`config.mk`:
```
export PLATFORM = sky130hd
export DESIGN_NAME = pu_transfer_master_flat
export DESIGN_NICKNAME = d
export VERILOG_FILES = /design/src/rtl/pu_transfer_master_if.sv /design/src/rtl/pu_transfer_master.sv /design/src/flat_wrapper.sv
export SDC_FILE = /design/constraint.sdc
export NUM_CORES = 1
export LEC_CHECK = 0
export BUFFER_PORTS_ARGS = -buffer_cell sky130_fd_sc_hd__buf_4
export CAP_MARGIN = 0
export CORE_MARGIN = 2
export CORE_UTILIZATION = 35
export DETAILED_ROUTE_END_ITERATION = 8
export GPL_TIMING_DRIVEN = 0
export SYNTH_ARGS = -nofsm -noshare
export SYNTH_HDL_FRONTEND = slang
export SYNTH_SLANG_ARGS = --single-unit
```
`constraint.sdc`:
```
create_clock -name clk -period 1.99 [get_ports clk]
set_clock_uncertainty 0.1 [all_clocks]
set_input_delay 0.0995 -clock clk [delete_from_list [all_inputs] [get_ports clk]]
set_output_delay 0.0995 -clock clk [all_outputs]
set_load 0.01 [all_outputs]
```
`src/rtl/pu_transfer_master_if.sv`:
```
// PU transfer bus bundle: command handshake, PU read/write strobes,
// shared OR-combined return bus and status pulses.
interface pu_transfer_master_if #(
    parameter int DATA_WIDTH = 32,
    parameter int ATTR_WIDTH = 4,
    parameter int N_PU       = 4,
    parameter int SRC_WIDTH  = 2
);
    logic                  cmd_valid;
    logic                  cmd_ready;
    logic [SRC_WIDTH-1:0]  cmd_src;
    logic [N_PU-1:0]       cmd_dst;
    logic [N_PU-1:0]       signal_oe;
    logic [DATA_WIDTH-1:0] bus_data_in;
    logic [ATTR_WIDTH-1:0] bus_attr_in;
    logic [N_PU-1:0]       signal_wr;
    logic [DATA_WIDTH-1:0] data_out;
    logic [ATTR_WIDTH-1:0] attr_out;
    logic                  done;
    logic                  err_src;
    logic                  err_invalid;
    logic                  err_bus;

    modport master (
        input  cmd_valid, cmd_src, cmd_dst, bus_data_in, bus_attr_in,
        output cmd_ready, signal_oe, signal_wr, data_out, attr_out,
        output done, err_src, err_invalid, err_bus
    );

    modport slave (
        output cmd_valid, cmd_src, cmd_dst, bus_data_in, bus_attr_in,
        input  cmd_ready, signal_oe, signal_wr, data_out, attr_out,
        input  done, err_src, err_invalid, err_bus
    );
endinterface

```
`src/rtl/pu_transfer_master.sv`:
```
// Sequencer moving one word from a source PU to a mask of destination PUs.
// Optional bus contention check: PU_TRANSFER_MASTER_BUS_CHECK_EN.
module pu_transfer_master #(
    parameter int DATA_WIDTH = 32,
    parameter int ATTR_WIDTH = 4,
    parameter int N_PU       = 4,
    parameter int SRC_WIDTH  = 2
) (
    input logic clk,
    input logic rst_n,
    pu_transfer_master_if.master bus
);

    typedef enum logic [1:0] {
        IDLE    = 2'd0,
        READ    = 2'd1,
        CAPTURE = 2'd2,
        WRITE   = 2'd3
    } state_t;

    localparam logic [SRC_WIDTH:0] SRC_LIMIT = (SRC_WIDTH+1)'(N_PU);
    localparam logic [N_PU-1:0]    ONE_HOT0  = N_PU'(1);

    state_t                state;
    state_t                state_nxt;
    logic [SRC_WIDTH-1:0]  src_q;
    logic [N_PU-1:0]       dst_q;
    logic [DATA_WIDTH-1:0] buf_data;
    logic [ATTR_WIDTH-1:0] buf_attr;
    logic                  err_src_q;
    logic                  accept;
    logic                  src_bad;

    assign accept  = (state == IDLE) && bus.cmd_valid;
    assign src_bad = {1'b0, bus.cmd_src} >= SRC_LIMIT;

    // State register; reset abandons any in-flight transfer.
    always_ff @(posedge clk or negedge rst_n) begin
        if (!rst_n) state <= IDLE;
        else        state <= state_nxt;
    end

    // Next state: a rejected source keeps the sequencer in IDLE.
    always_comb begin
        state_nxt = state;
        unique case (state)
            IDLE:    if (accept && !src_bad) state_nxt = READ;
            READ:    state_nxt = CAPTURE;
            CAPTURE: state_nxt = WRITE;
            WRITE:   state_nxt = IDLE;
            default: state_nxt = IDLE;
        endcase
    end

    // Latch the accepted command so it is stable for the whole transfer.
    always_ff @(posedge clk or negedge rst_n) begin
        if (!rst_n) begin
            src_q <= '0;
            dst_q <= '0;
        end else if (accept && !src_bad) begin
            src_q <= bus.cmd_src;
            dst_q <= bus.cmd_dst;
        end
    end

    // Sample the returned word at the end of CAPTURE.
    always_ff @(posedge clk or negedge rst_n) begin
        if (!rst_n) begin
            buf_data <= '0;
            buf_attr <= '0;
        end else if (state == CAPTURE) begin
            buf_data <= bus.bus_data_in;
            buf_attr <= bus.bus_attr_in;
        end
    end

    // Out-of-range source is reported the cycle after the rejecting edge.
    always_ff @(posedge clk or negedge rst_n) begin
        if (!rst_n) err_src_q <= 1'b0;
        else        err_src_q <= accept && src_bad;
    end

`ifdef PU_TRANSFER_MASTER_BUS_CHECK_EN
    logic err_bus_q;
    logic bus_nz;

    assign bus_nz = (|bus.bus_data_in) || (|bus.bus_attr_in);

    // With oe one-hot, contention shows up as a live bus while no PU is
    // expected to drive it, i.e. in IDLE and READ.
    always_ff @(posedge clk or negedge rst_n) begin
        if (!rst_n) err_bus_q <= 1'b0;
        else        err_bus_q <= bus_nz &&
                                 ((state == IDLE) || (state == READ));
    end

    assign bus.err_bus = err_bus_q;
`else
    assign bus.err_bus = 1'b0;
`endif

    assign bus.err_src = err_src_q;

    // Outputs decoded from state; data lines stay 0 outside WRITE.
    always_comb begin
        bus.cmd_ready   = 1'b0;
        bus.signal_oe   = '0;
        bus.signal_wr   = '0;
        bus.data_out    = '0;
        bus.attr_out    = '0;
        bus.done        = 1'b0;
        bus.err_invalid = 1'b0;
        unique case (state)
            IDLE: bus.cmd_ready = 1'b1;
            READ: bus.signal_oe = ONE_HOT0 << src_q;
            CAPTURE: ;
            WRITE: begin
                bus.signal_wr   = dst_q;
                bus.data_out    = buf_data;
                bus.attr_out    = buf_attr;
                bus.done        = 1'b1;
                bus.err_invalid = buf_attr[0];
            end
            default: ;
        endcase
    end

endmodule
```
`src/flat_wrapper.sv`:
```
// flat-port wrapper written by rule: the top's interface ports become plain ports
module pu_transfer_master_flat 
#(
    parameter int DATA_WIDTH = 32,
    parameter int ATTR_WIDTH = 4,
    parameter int N_PU       = 4,
    parameter int SRC_WIDTH  = 2
)
  (clk, rst_n, bus_cmd_valid, bus_cmd_src, bus_cmd_dst, bus_bus_data_in, bus_bus_attr_in, bus_cmd_ready, bus_signal_oe, bus_signal_wr, bus_data_out, bus_attr_out, bus_done, bus_err_src, bus_err_invalid, bus_err_bus);
  pu_transfer_master_if #(.DATA_WIDTH(DATA_WIDTH), .ATTR_WIDTH(ATTR_WIDTH), .N_PU(N_PU), .SRC_WIDTH(SRC_WIDTH)) bus_i ();
  input logic clk;
  input logic rst_n;
  input wire logic [$bits(bus_i.cmd_valid)-1:0] bus_cmd_valid;
  input wire logic [$bits(bus_i.cmd_src)-1:0] bus_cmd_src;
  input wire logic [$bits(bus_i.cmd_dst)-1:0] bus_cmd_dst;
  input wire logic [$bits(bus_i.bus_data_in)-1:0] bus_bus_data_in;
  input wire logic [$bits(bus_i.bus_attr_in)-1:0] bus_bus_attr_in;
  output wire logic [$bits(bus_i.cmd_ready)-1:0] bus_cmd_ready;
  output wire logic [$bits(bus_i.signal_oe)-1:0] bus_signal_oe;
  output wire logic [$bits(bus_i.signal_wr)-1:0] bus_signal_wr;
  output wire logic [$bits(bus_i.data_out)-1:0] bus_data_out;
  output wire logic [$bits(bus_i.attr_out)-1:0] bus_attr_out;
  output wire logic [$bits(bus_i.done)-1:0] bus_done;
  output wire logic [$bits(bus_i.err_src)-1:0] bus_err_src;
  output wire logic [$bits(bus_i.err_invalid)-1:0] bus_err_invalid;
  output wire logic [$bits(bus_i.err_bus)-1:0] bus_err_bus;
  assign bus_i.cmd_valid = bus_cmd_valid;
  assign bus_i.cmd_src = bus_cmd_src;
  assign bus_i.cmd_dst = bus_cmd_dst;
  assign bus_i.bus_data_in = bus_bus_data_in;
  assign bus_i.bus_attr_in = bus_bus_attr_in;
  assign bus_cmd_ready = bus_i.cmd_ready;
  assign bus_signal_oe = bus_i.signal_oe;
  assign bus_signal_wr = bus_i.signal_wr;
  assign bus_data_out = bus_i.data_out;
  assign bus_attr_out = bus_i.attr_out;
  assign bus_done = bus_i.done;
  assign bus_err_src = bus_i.err_src;
  assign bus_err_invalid = bus_i.err_invalid;
  assign bus_err_bus = bus_i.err_bus;
  pu_transfer_master #(.DATA_WIDTH(DATA_WIDTH), .ATTR_WIDTH(ATTR_WIDTH), .N_PU(N_PU), .SRC_WIDTH(SRC_WIDTH)) u_core (.clk(clk), .rst_n(rst_n), .bus(bus_i));
endmodule
```
==> summary.md <==
| Metric | Value |
|---|---|
| Outcome | `finished, final reports clean` |
| R2R Setup Slk | `0.41 ns` |
| Die footprint | `between 0.006 and 0.007 mm^2` |
| Crit Path Class | `reg2out` |
| Via/cell ratio | `~4.3` |
| Initial antenna violation count | `0` |
| TritonRoute pass-1 iters | `4` |
| Async SR Flop Fraction | `100.0%` |
| I/O pins | `between 90 and 100` |
| Clock sinks | `44` |
| Distinct cells, synth | `18` |
| Site row count | `28` |
| Unrepaired setup endpoints after global routing | `false` |
| CTS tree | `yes` |
| Finished Cell Area | `0.003531 mm^2` |
| Worst setup SP type | `flop` |
| Area growth syn-to-layout | `61.35%` |
| Layout cells sized above 1 | `~51%` |
| Port Buffers | `just over 90` |
| Core ar. | `roughly 0.0060 mm^2` |
| Synth Register Bits | `44` |
| Post-synth EDFFs | `0` |
| Gr ovfl total | `0` |
| Top_reg_cell synth | `dfrtp_1` |
| CP required | `1.79 ns` |
| Total vias in the final route | `~1.6k` |
| Synth top area share | `a little over 50%` |
| RePlAce Congestion | `0.7247` |
| Max VDD drop | `620.9 uV` |
| Nets | `348` |
| All-Layer GR Usage | `15.22%` |
| Post-DP Area | `around 0.0030 mm^2` |
| Worst Tran Pin Value | `0.5667 ns` |
| Synth area leader | `dfrtp_1` |
| Period utilization | `just over 90%` |
| Post-synth top cells | `44 x dfrtp_1, 40 x and2_1, 29 x mux2_4` |
| Fin. max-slew vios | `0` |
| Max-capacitance violation count | `0` |
| Number of global-route vias before repair | `between 1.5k and 2k` |
| Post-Syn Area | `0.002188 mm^2` |
| Pwr per Cell Area | `around 1400 mW/mm^2` |
| Count leader, synth | `dfrtp_1` |
| Syn Area/Cell | `roughly 14 um^2` |
| CTS Root Cell | `clkbuf_8` |
| Final setup viols | `0` |
| Max Clk Rate | `approximately 540 MHz` |
| Post-Synthesis Cells | `~160` |
| Clk buf depth | `2` |
| Yosys Warn Count | `0` |
| Initial DRC count | `between 40 and 50` |
| Setup bufs post-CTS | `0` |
| HP Class | `in2reg` |
| Slew HR | `around 62%` |
| Detailed Place HPWL | `3243 um` |
| Crit end category | `output pin` |
| Inst Count DP | `322` |
| Inserted Clock Buffers | `5` |
| Post-Route WL | `about 5000 um` |
| DRC | `0` |
| Post-route core utilization | `approximately 59%` |
| Die Y | `between 80 and 90 um` |
| Pin count of the biggest net entering global routing | `between 40 and 50` |
| Leakage | `about 1.8 nW` |
| Pre-CTS WS | `roughly 0.34 ns` |
| ANT cells | `0` |
| Post-route ant nets | `0` |
| Worst-path fanout max | `10` |
| Hold Vio Cnt, Final | `0` |
| H-tree Lvls | `2` |
| Clock latency on the worst-skew pair | `roughly 0.28 ns` |
| WL/cell | `around 14 um` |
| TNS Setup | `0 ns` |
| Die Wd | `slightly above 80 um` |
| Clk slew on worst S/H paths | `approximately 0.07 ns` |
| Final Instance Count excl. Fillers | `372` |
| Worst EP arrival | `1.65 ns` |
| Global-route wire length before repair | `roughly 8500 um` |
| Synth top area cells | `dfrtp_1 50%, mux2_4 20%, and2_1 11%, mux2_2 7.2%, ha_1 3.4%` |
| Sequential fraction of the synthesis area | `between 50% and 60%` |
| Initial Util | `between 30% and 40%` |
| Setup ws final | `~0.14 ns` |
| Fin crit period | `about 1.9 ns` |
through the flow:
step | hold slack (ns) | power (mW)
after detailed placement | 0.03336 | 4.157
after global placement | 0.03821 | 4.141
after CTS | 0.05288 | 5.039
after floorplan | -0.2961 | 3.308
after global routing | 0.09685 | 5.353
final | 0.06474 | 4.990
critical path, stage by stage, from the launching register on:
cell and delay, ns:
dfrtp_1 0.43, ha_1 0.28, clkbuf_2 0.20, and2_1 0.20
buf_4 0.13, buf_4 0.13
sequential cells by signal, indices dropped and copies added, names as in the netlist:
register	cells
u_core.buf_attr	4
u_core.buf_data	32
u_core.src_q	2
u_core.state	2
u_core.dst_q	4
cell type report:
class	instances	area (um^2)
multi-input cells	99	974.7
fillers	496	2460
clock inverters	2	60.06
repair buffers	134	1114
well taps	75	93.84
clock buffers	5	68.82
inverters	2	7.507
flip-flops and latches	44	1101
plain buffers	11	111.4
where the power goes:
part           internal [mW]  switching, mW  total [mW]  leakage [nW]
sequential              1.36          0.250        1.61         0.517
combinational           1.63          0.961        2.59          1.18
clock                  0.494          0.289       0.783        0.0642
layer usage:
metal,vias up,wire [um],GRT usage (%)
met5,-,0,0
met1,764,2110,18.82
met2,49,2601,26.17
met4,0,80,4.918
met3,9,231,3.579
li1,785,-,-
cells by family (layout without fill, tap and decap cells):
kind of cell | after synthesis | after routing | synth area share, %
muxes | 43 | 43 | 27.10
and+or+nand+nor | 47 | 47 | 13.27
adders and majority gates | 6 | 6 | 3.430
AOI/OAI and AO/OA | 1 | 1 | 0.4003
DFF | 44 | 44 | 50.31
other | 1 | 2 | 0.1714
buffers and inverters | 13 | 154 | 5.317
layout by cell type, fill, tap and decap left out:
master         instances
bufinv_16              2
nor3b_1                1
and3b_1                1
ha_1                   6
buf_12                 3
buf_4                 94
clkbuf_1               2
nand2b_1               1
nor2_1                 1
o22a_1                 1
clkbuf_8               5
inv_1                  2
nand2_1                2
mux2_2                14
buf_6                  1
conb_1                 2
clkbuf_2               2
mux2_4                29
dfrtp_1               44
dlygate4sd3_1         43
and3_1                 1
and2_1                40
worst paths after layout:
| check | from | depth (start not counted) | to |
|---|---|---|---|
| setup / recovery | u_core.state[0] | 5 | bus_attr_out[0] |
| setup reg to reg | u_core.state[0] | 5 | u_core.buf_data[20] |
| hold / removal | bus_cmd_valid | 3 | u_core.state[0] |
| max in group asynchronous | rst_n | 2 | u_core.buf_data[19] |
| min in group asynchronous | rst_n | 2 | u_core.buf_attr[3] |
| hold reg to reg | u_core.buf_data[30] | 1 | u_core.buf_data[30] |
what timing repair did:
action                                 4_1_cts  5_1_grt
setup endpoints to repair                    0       10
endpoints found under the hold margin       86        0
gates resized for setup                      0        4
hold buffers                                43        0
No activity file was read; power rests on OpenSTA's default activity.
